--- config.mk ---
export PLATFORM = sky130hd
export DESIGN_NAME = scr_wr_sched
export DESIGN_NICKNAME = d
export VERILOG_FILES = /design/src/rtl/scr_wr_sched.sv
export SDC_FILE = /design/constraint.sdc
export NUM_CORES = 1
export LEC_CHECK = 0
export BUFFER_PORTS_ARGS = -buffer_cell sky130_fd_sc_hd__buf_4
export CAP_MARGIN = 5
export CORE_UTILIZATION = 50
export CTS_CLUSTER_SIZE = 20
export DETAILED_ROUTE_END_ITERATION = 8
export PLACE_DENSITY_LB_ADDON = 0.15
export SKIP_CTS_REPAIR_TIMING = 1
export SLEW_MARGIN = 40
export SYNTH_ARGS = -nofsm -noshare
export SYNTH_HDL_FRONTEND = slang
export SYNTH_SLANG_ARGS = --single-unit
--- constraint.sdc ---
create_clock -name clk -period 2.7 [get_ports clk]
set_input_delay 0.405 -clock clk [delete_from_list [all_inputs] [get_ports clk]]
set_output_delay 0.405 -clock clk [all_outputs]
set_load 0.1 [all_outputs]
--- src/rtl/scr_wr_sched.sv ---
// Screen RAM write scheduler: host byte writes (through a small FIFO) and a
// block-fill engine share one RAM write port under round-robin arbitration.
module scr_wr_sched #(
   parameter int ADDR_W     = 16,
   parameter int DATA_W     = 8,
   parameter int FIFO_DEPTH = 4
) (
   input  logic                          clk,
   input  logic                          rst,
   input  logic                          host_wr_valid,
   output logic                          host_wr_ready,
   input  logic [ADDR_W-1:0]             host_wr_addr,
   input  logic [DATA_W-1:0]             host_wr_data,
   input  logic                          fill_start,
   input  logic [ADDR_W-1:0]             fill_base,
   input  logic [ADDR_W-1:0]             fill_count,
   input  logic [DATA_W-1:0]             fill_value,
   output logic                          fill_busy,
   output logic                          fill_done,
   input  logic                          ram_hold,
   output logic [ADDR_W-1:0]             ram_wraddress,
   output logic [DATA_W-1:0]             ram_data,
   output logic                          ram_wren,
   output logic [$clog2(FIFO_DEPTH):0]   fifo_level
);

   localparam int PTR_W = $clog2(FIFO_DEPTH);
   localparam int LVL_W = PTR_W + 1;
   localparam logic [LVL_W-1:0]  FULL_LVL = LVL_W'(FIFO_DEPTH);
   localparam logic [LVL_W-1:0]  ONE_L    = LVL_W'(1);
   localparam logic [LVL_W-1:0]  ZERO_L   = LVL_W'(0);
   localparam logic [PTR_W-1:0]  ONE_P    = PTR_W'(1);
   localparam logic [ADDR_W-1:0] ONE_A    = ADDR_W'(1);
   localparam logic [ADDR_W-1:0] ZERO_A   = ADDR_W'(0);
   localparam logic [DATA_W-1:0] ZERO_D   = DATA_W'(0);

   typedef enum logic [1:0] {
      ST_IDLE = 2'd0,
      ST_FILL = 2'd1,
      ST_DONE = 2'd2
   } fill_state_t;

   logic [ADDR_W-1:0] mem_addr_r [FIFO_DEPTH];
   logic [DATA_W-1:0] mem_data_r [FIFO_DEPTH];
   logic [PTR_W-1:0]  wr_ptr_r, rd_ptr_r;
   logic [LVL_W-1:0]  level_r, level_nxt_s;
   logic              ready_r;
   logic              push_s;

   fill_state_t       state_r, state_nxt_s;
   logic [ADDR_W-1:0] fill_addr_r, fill_rem_r;
   logic [DATA_W-1:0] fill_val_r;
   logic              fill_busy_r, fill_done_r;

   logic              host_req_s, fill_req_s;
   logic              grant_host_s, grant_fill_s;
   logic              last_fill_r;

   logic              ram_wren_r;
   logic [ADDR_W-1:0] ram_addr_r;
   logic [DATA_W-1:0] ram_data_r;

   // Pushes are refused whenever full, even if a pop frees a slot this cycle.
   assign push_s     = host_wr_valid & ready_r;
   assign host_req_s = (level_r != ZERO_L);
   assign fill_req_s = (state_r == ST_FILL);

   // Round-robin arbiter; a held cycle grants nothing and keeps last_fill_r.
   always_comb begin
      grant_host_s = 1'b0;
      grant_fill_s = 1'b0;
      if (ram_hold) begin
         grant_host_s = 1'b0;
         grant_fill_s = 1'b0;
      end else if (host_req_s && fill_req_s) begin
         grant_host_s = last_fill_r;
         grant_fill_s = ~last_fill_r;
      end else begin
         grant_host_s = host_req_s;
         grant_fill_s = fill_req_s;
      end
   end

   // Next FIFO occupancy.
   always_comb begin
      level_nxt_s = level_r;
      case ({push_s, grant_host_s})
         2'b10:   level_nxt_s = level_r + ONE_L;
         2'b01:   level_nxt_s = level_r - ONE_L;
         default: level_nxt_s = level_r;
      endcase
   end

   // FIFO storage (no reset needed: only read when occupancy says valid).
   always_ff @(posedge clk) begin
      if (push_s) begin
         mem_addr_r[wr_ptr_r] <= host_wr_addr;
         mem_data_r[wr_ptr_r] <= host_wr_data;
      end
   end

   // FIFO pointers, occupancy and registered ready.
   always_ff @(posedge clk) begin
      if (rst) begin
         wr_ptr_r <= '0;
         rd_ptr_r <= '0;
         level_r  <= ZERO_L;
         ready_r  <= 1'b1;
      end else begin
         if (push_s)       wr_ptr_r <= wr_ptr_r + ONE_P;
         if (grant_host_s) rd_ptr_r <= rd_ptr_r + ONE_P;
         level_r <= level_nxt_s;
         ready_r <= (level_nxt_s != FULL_LVL);
      end
   end

   // Fill FSM next-state.
   always_comb begin
      state_nxt_s = state_r;
      case (state_r)
         ST_IDLE: begin
            if (fill_start) begin
               if (fill_count != ZERO_A) state_nxt_s = ST_FILL;
               else                      state_nxt_s = ST_DONE;
            end else begin
               state_nxt_s = ST_IDLE;
            end
         end
         ST_FILL: begin
            if (grant_fill_s && (fill_rem_r == ONE_A)) state_nxt_s = ST_DONE;
            else                                         state_nxt_s = ST_FILL;
         end
         ST_DONE: state_nxt_s = ST_IDLE;
         default: state_nxt_s = ST_IDLE;
      endcase
   end

   // Fill state register, walking address/remaining count and status flags.
   always_ff @(posedge clk) begin
      if (rst) begin
         state_r     <= ST_IDLE;
         fill_addr_r <= ZERO_A;
         fill_rem_r  <= ZERO_A;
         fill_val_r  <= ZERO_D;
         fill_busy_r <= 1'b0;
         fill_done_r <= 1'b0;
      end else begin
         state_r     <= state_nxt_s;
         fill_busy_r <= (state_nxt_s == ST_FILL);
         fill_done_r <= (state_nxt_s == ST_DONE);
         if ((state_r == ST_IDLE) && fill_start) begin
            fill_addr_r <= fill_base;
            fill_rem_r  <= fill_count;
            fill_val_r  <= fill_value;
         end else if (grant_fill_s) begin
            fill_addr_r <= fill_addr_r + ONE_A;
            fill_rem_r  <= fill_rem_r - ONE_A;
         end
      end
   end

   // Last-grant memory; reset to fill so the host wins the first contention.
   always_ff @(posedge clk) begin
      if (rst) begin
         last_fill_r <= 1'b1;
      end else if (grant_host_s) begin
         last_fill_r <= 1'b0;
      end else if (grant_fill_s) begin
         last_fill_r <= 1'b1;
      end
   end

   // RAM write port register; address/data hold when nothing is granted.
   always_ff @(posedge clk) begin
      if (rst) begin
         ram_wren_r <= 1'b0;
         ram_addr_r <= ZERO_A;
         ram_data_r <= ZERO_D;
      end else if (grant_host_s) begin
         ram_wren_r <= 1'b1;
         ram_addr_r <= mem_addr_r[rd_ptr_r];
         ram_data_r <= mem_data_r[rd_ptr_r];
      end else if (grant_fill_s) begin
         ram_wren_r <= 1'b1;
         ram_addr_r <= fill_addr_r;
         ram_data_r <= fill_val_r;
      end else begin
         ram_wren_r <= 1'b0;
      end
   end

   assign host_wr_ready = ready_r;
   assign fill_busy     = fill_busy_r;
   assign fill_done     = fill_done_r;
   assign ram_wren      = ram_wren_r;
   assign ram_wraddress = ram_addr_r;
   assign ram_data      = ram_data_r;
   assign fifo_level    = level_r;

endmodule

==> summary.txt, run 1 <==
Status
  – Status: complete, no violations

Worst setup path
  – Endpoint class of the critical path: register
  – WP data required: 3.03 ns
  – Worst setup path class: reg2reg
  – CP max FO: 9
  – Critical Path Source Type: register
  – Worst EP arrival: 2.49 ns

Synth
  – Post-synth net total: 657
  – Syn. warnings: 0
  – Netlist cell types: 50
  – Syn Area/Cell: 12.7 um2
  – Synth async-reset ratio: 0%
  – Synthesized cell area: 7330 um2
  – Post-synth EDFFs: 96
  – Syn Inst Count: 579
  – Most common cell in the synthesized netlist: edfxtp_1
  – Main synth FF type: edfxtp_1
  – Synth Register Bits: 176
  – Top cells by area, synth: edfxtp_1 39%, dfxtp_1 22%, mux4_2 7.4%, mux2i_1 3.6%, nor2_1 3.2%
  – Sequential element share of the synthesized area: 61.2%
  – Share of the synthesized area in the top cell type: 39.3%
  – Area leader, netlist: edfxtp_1
  – Synth top cells by count: 96 x edfxtp_1, 80 x dfxtp_1, 62 x nor2_1

Place
  – Placer Congestion: 0.822
  – Place WS: 0.461 ns
  – Placed wire-length estimate: 11000 um
  – Inst Count DP: 835
  – PortBufs: 99

Run
  – Max-cap violations: 0

Clock network
  – Clk buf depth: 2
  – Clock-pin transition on the worst setup and hold timing paths: 0.06 ns
  – Num CTS Buffers: 17
  – Clock sinks: 176
  – Htree depth: 4
  – CTS tree: built
  – Worst-Skew Late Latency: 0.42 ns
  – Root Buffer: clkbuf_16

Floorplan
  – Core ar.: 14100 um2
  – Die Area: 15100 um2
  – Die W: 123 um
  – Starting density of the core: 52.0%
  – Row count: 43
  – IO Pins: 100
  – Die Ht: 123 um

Power and ir drop
  – Worst IR drop on VDD: 582 uV
  – Switching fraction of total power: 36.9%
  – Psw: 3.27 mW
  – Internal power: 5.59 mW
  – Sequential power share: 39.0%
  – Power Density: 994 nW/um2
  – Clock network power share: 26.7%
  – Logic gate share of total power: 34.2%
  – Static Leak: 3.15 nW

Routing
  – Routed wire length: 16400 um
  – Final ANT Viol Nets: 0
  – Number of DRC markers in iteration 0: 354
  – DR DRC count: 0
  – Routed vias/inst: 5.83
  – Via count: 5053
  – Detailed Routing Iterations Pass 1: 5
  – DR WL/cell: 18.9 um

STA
  – Fin Setup TNS: 0 ns
  – Final Hold Fails: 0
  – Headroom to the max-slew limit: 48.2%
  – Slew Limit Fails: 0
  – Slew @ Worst Pin: 0.770 ns
  – RSZ-0062 raised after global routing: false
  – Final Skew: 0.00647 ns
  – Finish-stage setup viols: 0
  – Tcrit/Tclk final: 80.2%
  – Final WS setup: 0.536 ns
  – Min Tclk post-route: 2.16 ns
  – Highest clock rate: 462 MHz

Finish
  – Layout area overhead: 21.7%
  – Diodes inserted: 0
  – Fraction of layout cells with a size suffix above 1: 26.6%
  – Final Non-Filler Cells: 867
  – Final core occ: 63.3%
  – Nets@finish: 752

Global route
  – Met3 Track Usage GR: 5.26%
  – GRT Resource Usage Total: 23.1%
  – M2 GR Usage: 39.0%
  – Pin count of the biggest net entering global routing: 57
  – Vias in the first global route: 4802
  – Total congestion overflow: 0
  – Met1 Usage GRT: 30.0%
  – First-pass GRT wire length: 25600 um
  – Most used routing layer: met2
  – Initial antenna violation count: 0

Hold path
  – Hold crit path type: in2reg
kinds of logic (layout without fill, tap and decap cells):
group / after synthesis / in the layout / synth area share, %
simple gates: 172 / 172 / 11.7
compound gates: 113 / 113 / 10.3
mux: 50 / 50 / 10.9
buf+inv: 45 / 153 / 2.53
flops: 176 / 176 / 61.2
xor+xnor: 14 / 14 / 1.67
fa+ha+maj: 9 / 9 / 1.64
power by group through the flow:
stage,Clock [mW],Sequential [mW],Combinational (mW)
6_report,2.37,3.46,3.03
5_1_grt,2.53,3.50,3.22
4_1_cts,2.40,3.46,3.05
3_5_place_dp,0,3.52,3.04
3_3_place_gp,0,3.49,3.02
2_1_floorplan,0,4.37,1.42
worst paths after layout:
kind,cells past startpoint,slack (ns),start,end
worst max-delay path,5,0.54,state_r[0],fill_addr_r[10]
worst min-delay path,1,0.18,host_wr_addr[7],mem_addr_r[1][7]
worst max register to register,5,0.54,state_r[0],fill_addr_r[10]
worst min register to register,2,0.46,fill_val_r[3],fill_val_r[3]
sequential cells by signal, indices dropped and copies added (netlist names), named ones only:
signal,cells
fill_done,1
fifo_level,3
ram_wraddress,16
fill_addr_r,16
fill_rem_r,16
state_r,2
last_fill_r,1
fill_busy,1
ram_wren,1
rd_ptr_r,2
fill_val_r,8
ram_data,8
wr_ptr_r,2
host_wr_ready,1
mem_addr_r,64
mem_data_r,32
worst max-delay path: stages (launching register included):
cell      delay (ns)
dfxtp_1         0.45
or3b_1          0.54
nor4_1          0.56
nand2_1         0.13
xor2_1          0.16
a211oi_1        0.22
area by class of cell:
| cell class | instances | area (um2) |
|---|---|---|
| sequential | 176 | 4500 |
| timing repair buffer | 112 | 916 |
| inverter | 9 | 33.8 |
| multi-input combinational | 358 | 2680 |
| tap | 180 | 225 |
| fill | 1084 | 5180 |
| clock inverter | 14 | 139 |
| clock buffer | 18 | 429 |
through the flow:
stage | cell area [um2] | total power [mW] | hold slack (ns)
after global placement | 8350 | 6.51 | 0.442
after global routing | 8920 | 9.26 | 0.159
after CTS | 8920 | 8.92 | 0.164
final | 8920 | 8.87 | 0.181
after detailed placement | 8350 | 6.56 | 0.448
after floorplan | 7340 | 5.79 | 0.436
per-layer routing:
| layer | wire (um) | vias up |
|---|---|---|
| met5 | 0 | - |
| met4 | 184 | 0 |
| met3 | 797 | 14 |
| met2 | 8370 | 149 |
| met1 | 7080 | 2507 |
| li1 | - | 2383 |
layout by cell type (no fill, tap or decap), drive strengths merged, types with 3 or more instances in the layout:
master,Yosys,routed
a21oi,36,36
nor2,62,62
ha,8,8
mux4,24,24
o211ai,4,4
clkinv,0,7
nor2b,3,3
xnor2,6,6
nor3,10,10
a22oi,7,7
xor2,8,8
nand2b,3,3
or3,3,3
dfxtp,80,80
and3,4,4
clkbuf,25,18
buf,11,112
o21ai,10,10
nor3b,4,4
mux2i,26,26
nand4,5,5
a31oi,5,5
nand3,15,15
a211oi,31,31
nand2,43,43
and4,3,3
clkinvlp,0,3
or4,3,3
inv,9,11
a221oi,5,5
edfxtp,96,96
nor4,9,9
(Power assumes the default switching activity.)
==> run 2: changes to the inputs <==
- ABC_AREA: unset -> 1
- clock period: 2.7 -> 2.02 ns (I/O delays scaled with it)
==> summary.txt, run 2 <==
Status
  – Status: complete, no violations

STA
  – Highest clock rate: 533 MHz
  – Final Skew: 0.0102 ns
  – Hold_ws: 0.0727 ns
  – Headroom to the max-slew limit: 55.5%
  – Slew @ Worst Pin: 0.666 ns
  – Slew Limit Fails: 0
  – Min Tclk post-route: 1.87 ns
  – Tcrit/Tclk final: 92.8%
  – RSZ-0062 raised after global routing: false
  – Finish-stage setup viols: 0
  – Final Hold Fails: 0

Synth
  – Synth async-reset ratio: 0%
  – Synthesized cell area: 7920 um2
  – Sequential element share of the synthesized area: 56.6%
  – Main synth FF type: edfxtp_1
  – Netlist cell types: 34
  – Post-synth EDFFs: 96
  – Share of the synthesized area in the top cell type: 36.4%
  – Syn. warnings: 0
  – Synth top cells by count: 206 x nand2_1, 141 x nor2_1, 96 x edfxtp_1
  – Syn Area/Cell: 8.62 um2
  – Synth Register Bits: 176
  – Top cells by area, synth: edfxtp_1 36%, dfxtp_1 20%, nand2_1 9.8%, nor2_1 6.7%, nand3_1 5.0%
  – Most common cell in the synthesized netlist: nand2_1
  – Post-synth net total: 997
  – Syn Inst Count: 919
  – Area leader, netlist: edfxtp_1

Finish
  – Most frequent cells in the layout: 205 x nand2_1, 137 x nor2_1, 117 x buf_4, 96 x edfxtp_1, 79 x nand3_1
  – Final Non-Filler Cells: 1244
  – Largest Register: mem_addr_r
  – Diodes inserted: 0
  – Layout fillers: 1342
  – Fraction of layout cells with a size suffix above 1: 18.8%
  – Max reg flops: 64
  – Nets@finish: 1098
  – Most common cell after layout, fill and taps aside: nand2_1
  – Area occupied by multi-input gates: 2970 um2
  – Fin area: 9610 um2
  – FF/Latch Area: 4500 um2
  – Biggest regs: mem_addr_r: 64 flops, mem_data_r: 32 flops
  – Layout area overhead: 21.4%

Worst setup path
  – Critical Path Source Type: register
  – R2R Path End: host_wr_ready
  – Slowest cell on the critical path: fa_2
  – Crit path buf inv count: 3
  – Flop2flop setup slack: 0.15 ns
  – FF-to-FF path depth: 12
  – Endpoint class of the critical path: register
  – Worst EP arrival: 2.19 ns
  – Worst R2R Start: fifo_level[0]
  – Max incr delay on CP: 0.52 ns
  – CP Cell Sequence: inv_4 -> nand3_4 -> nand2_4 -> nor2_4 -> ha_4 -> inv_2 -> fa_2 -> nand2_1 -> o21ai_1 -> inv_1 -> nor2_1 -> nand2_1
  – Worst setup path class: reg2reg
  – Critical Path Most Common Cell: nand2_1
  – CP max FO: 3
  – WP data required: 2.34 ns
  – Cell family with most CP delay: adder cells

Hold path
  – Min-Delay Path Depth: 1
  – Worst Hold Launch: host_wr_addr[7]
  – Endpoint, Worst Hold: mem_addr_r[2][7]
  – Hold crit path type: in2reg

Clock network
  – Worst-Skew Late Latency: 0.43 ns
  – Clk buf depth: 2
  – Root Buffer: clkbuf_16
  – Clock-pin transition on the worst setup and hold timing paths: 0.07 ns
  – Num CTS Buffers: 17
  – CTS tree: built
  – Clock sinks: 176
  – Htree depth: 4

Place
  – Placed wire-length estimate: 12400 um
  – PortBufs: 99
  – Placed Instance Area: 9020 um2
  – Inst Count DP: 1212
  – Placer Congestion: 0.873

Routing
  – DR DRC count: 0
  – Via count: 6354
  – DR WL/cell: 14.9 um
  – Routed vias/inst: 5.11
  – Detailed Routing Iterations Pass 1: 5
  – Final ANT Viol Nets: 0
  – Routed wire length: 18500 um
  – Number of DRC markers in iteration 0: 423

Power and ir drop
  – Power Density: 1190 nW/um2
  – Static Leak: 4.08 nW
  – Worst IR drop on VDD: 875 uV

Floorplan
  – IO Pins: 100
  – Die W: 128 um
  – Die Area: 16300 um2
  – Die Ht: 128 um
  – Row count: 45
  – Starting density of the core: 51.7%
  – Core ar.: 15300 um2

Global route
  – Total congestion overflow: 0
  – First-pass GRT wire length: 30400 um
  – GRT Resource Usage Total: 24.1%
  – Pin count of the biggest net entering global routing: 39
  – Vias in the first global route: 5966
  – Initial antenna violation count: 0

Run
  – Max-cap violations: 0
-- run 2: layout make-up --
class | count | share of cell area [%]
Sequential cell | 176 | 46.8
Multi-Input combinational cell | 622 | 30.9
Tap cell | 211 | 2.75
Clock inverter | 15 | 1.77
Inverter | 81 | 3.24
Timing Repair Buffer | 122 | 10.2
Clock buffer | 17 | 4.43
-- run 2: cell families after synthesis --
group / synth area share, %
compound gates: 10.4
fa+ha+maj: 1.52
xor+xnor: 0.774
buf+inv: 6.54
flops: 56.6
simple gates: 24.1
-- run 2: per-layer routing --
metal	up-vias	wire length [um]	track usage, %
li1	3249	-	-
met1	2947	8690	33.0
met2	149	8770	39.9
met3	9	878	4.51
met4	0	155	5.61
met5	-	0	0
-- run 2: how the worst max path moves through the flow --
stage	from	endpoint	slack (ns)	cells past startpoint
after floorplan	fifo_level[0]	host_wr_ready	-0.10	13
after global placement	ram_hold	host_wr_ready	0.16	12
after detailed placement	ram_hold	host_wr_ready	0.13	12
after CTS	fifo_level[0]	host_wr_ready	0.14	12
after global routing	fifo_level[0]	host_wr_ready	0.04	12
final	fifo_level[0]	host_wr_ready	0.15	12
-- run 2: stage by stage --
step | setup WS [ns] | util (%) | total power, mW | TNS (ns)
2_1_floorplan | -0.102 | - | 7.31 | -9.67
3_3_place_gp | 0.155 | 58.8 | 8.22 | 0
3_5_place_dp | 0.127 | 58.9 | 8.27 | 0
4_1_cts | 0.143 | 62.8 | 11.5 | 0
5_1_grt | 0.0384 | 62.8 | 12.0 | 0
6_report | 0.145 | 62.8 | 11.5 | 0
-- run 2: report_power, final --
part | switching (mW) | internal (mW)
registers | 0.248 | 4.21
logic | 2.70 | 1.03
clock network | 1.52 | 1.77
total | 4.47 | 7.01
-- run 2: worst reg2reg max path: cells and delay by family (launching register included) --
| kind | cells | cell delay, ns |
|---|---|---|
| AO/OA/AOI/OAI | 1 | 0.11 |
| adder cells (fa/ha/maj) | 2 | 0.66 |
| buffers and inverters | 3 | 0.15 |
| flip-flops | 1 | 0.37 |
| AND/OR/NAND/NOR | 6 | 0.47 |
==> run 3: changes to the inputs <==
==> constraint.sdc (replaced) <==
create_clock -name clk -period 2.02 [get_ports clk]
set_input_delay 0.404 -clock clk [delete_from_list [all_inputs] [get_ports clk]]
set_output_delay 0.404 -clock clk [all_outputs]
set_load 0.1 [all_outputs]
==> summary.txt, run 3 (synthesized netlist as in run 2, its figures left out) <==
Routing
  – Routed vias/inst: 5.18
  – Number of DRC markers in iteration 0: 562
  – DR DRC count: 0
  – Detailed Routing Iterations Pass 1: 5
  – Final ANT Viol Nets: 0
  – Routed wire length: 18900 um
  – DR WL/cell: 15.2 um
  – Via count: 6464

Floorplan
  – Die Ht: 128 um
  – Die W: 128 um
  – Die Area: 16300 um2
  – Core ar.: 15300 um2
  – Starting density of the core: 51.7%
  – Row count: 45
  – IO Pins: 100

Place
  – Placed wire-length estimate: 12400 um
  – Placer Congestion: 0.879
  – Inst Count DP: 1215
  – PortBufs: 99

Finish
  – Fraction of layout cells with a size suffix above 1: 19.2%
  – Final Non-Filler Cells: 1247
  – Diodes inserted: 0
  – Final core occ: 63.2%
  – Largest Register: mem_addr_r
  – Max reg flops: 64
  – Nets@finish: 1101
  – Layout area overhead: 22.3%
  – Most frequent cells in the layout: 205 x nand2_1, 137 x nor2_1, 117 x buf_4, 96 x edfxtp_1, 79 x nand3_1
  – Biggest regs: mem_addr_r: 64 flops, mem_data_r: 32 flops
  – Most common cell after layout, fill and taps aside: nand2_1
  – Layout fillers: 1375

Worst setup path
  – Critical Path Source Type: register
  – Worst setup path class: reg2reg
  – CP max FO: 3
  – Worst EP arrival: 2.19 ns
  – WP data required: 2.34 ns
  – Endpoint class of the critical path: register

Clock network
  – Htree depth: 4
  – Clk buf depth: 2
  – Clock-pin transition on the worst setup and hold timing paths: 0.07 ns
  – Num CTS Buffers: 17
  – Clock sinks: 176
  – Root Buffer: clkbuf_16
  – CTS tree: built
  – Worst-Skew Late Latency: 0.43 ns

Global route
  – Pin count of the biggest net entering global routing: 41
  – Initial antenna violation count: 0
  – Vias in the first global route: 6085
  – GRT Resource Usage Total: 24.4%
  – M2 GR Usage: 39.6%
  – Met3 Track Usage GR: 4.51%
  – Most used routing layer: met2
  – Met1 Usage GRT: 32.8%
  – Total congestion overflow: 0
  – First-pass GRT wire length: 30500 um

Run
  – Max-cap violations: 0

Power and ir drop
  – Clock network power share: 28.8%
  – Logic gate share of total power: 32.7%
  – Power Density: 1200 nW/um2
  – Sequential power share: 38.5%
  – Worst IR drop on VDD: 707 uV
  – Static Leak: 4.11 nW
  – Total Power: 11.6 mW
  – Switching fraction of total power: 39.2%
  – Internal power: 7.05 mW
  – Psw: 4.54 mW

Hold path
  – Hold crit path type: in2reg

STA
  – Headroom to the max-slew limit: 57.3%
  – RSZ-0062 raised after global routing: false
  – Final Skew: 0.0129 ns
  – Highest clock rate: 535 MHz
  – Min Tclk post-route: 1.87 ns
  – Slew Limit Fails: 0
  – Final Hold Fails: 0
  – Finish-stage setup viols: 0
  – Slew @ Worst Pin: 0.639 ns
  – Tcrit/Tclk final: 92.6%

Status
  – Status: complete, no violations
[run 3: changes by cell type in the layout (fill, tap and decap cells not counted), sizes merged]
cell	change
buf	+3
inv	+5
clkinvlp	-1
clkinv	-4
[run 3: final timing paths]
kind / from / to / slack [ns] / cells past startpoint
worst max register to register: fifo_level[0] / host_wr_ready / 0.15 / 12
worst max-delay path: fifo_level[0] / host_wr_ready / 0.15 / 12
worst min register to register: fill_val_r[3] / fill_val_r[3] / 0.46 / 2
worst min-delay path: host_wr_addr[15] / mem_addr_r[2][15] / 0.17 / 1
[run 3: critical path, stage by stage, from the launching register on]
cell and delay (ns):
dfxtp_4 0.37, inv_4 0.05, nand3_4 0.10, nand2_4 0.07, nor2_4 0.13, ha_4 0.13, inv_2 0.04, fa_2 0.52
nand2_1 0.07, o21ai_2 0.07, inv_1 0.05, nor2_1 0.09, nand2_1 0.07
[run 3: power groups by stage]
stage / logic [mW] / clock network (mW) / registers (mW)
2_1_floorplan: 1.77 / 0 / 5.54
3_3_place_gp: 3.71 / 0 / 4.53
3_5_place_dp: 3.77 / 0 / 4.53
4_1_cts: 3.79 / 3.38 / 4.46
5_1_grt: 4.10 / 3.55 / 4.50
6_report: 3.79 / 3.34 / 4.46
[run 3: through the flow]
step	hold WS [ns]	worst slack (ns)	setup TNS [ns]	cell area, um2
5_1_grt	0.146	0.00641	0	9680
4_1_cts	0.153	0.141	0	9680
3_5_place_dp	0.449	0.0259	0	9080
3_3_place_gp	0.438	0.0599	0	9070
6_report	0.165	0.150	0	9680
2_1_floorplan	0.430	-0.102	-9.67	7990
[run 3: final cells by class]
class,instances,area [um2],share of cell area (%)
flip-flops and latches,176,4500,46.5
multi-input cells,622,2970,30.7
repair buffers,125,1040,10.7
clock buffers,17,425,4.39
inverters,81,312,3.22
well taps,211,264,2.73
clock inverters,15,175,1.81
[run 3: layer usage]
layer	vias to the layer above	share of wire, %
li1	3253	-
met1	2980	46
met2	207	46
met3	24	6.0
met4	0	1.8
met5	-	0
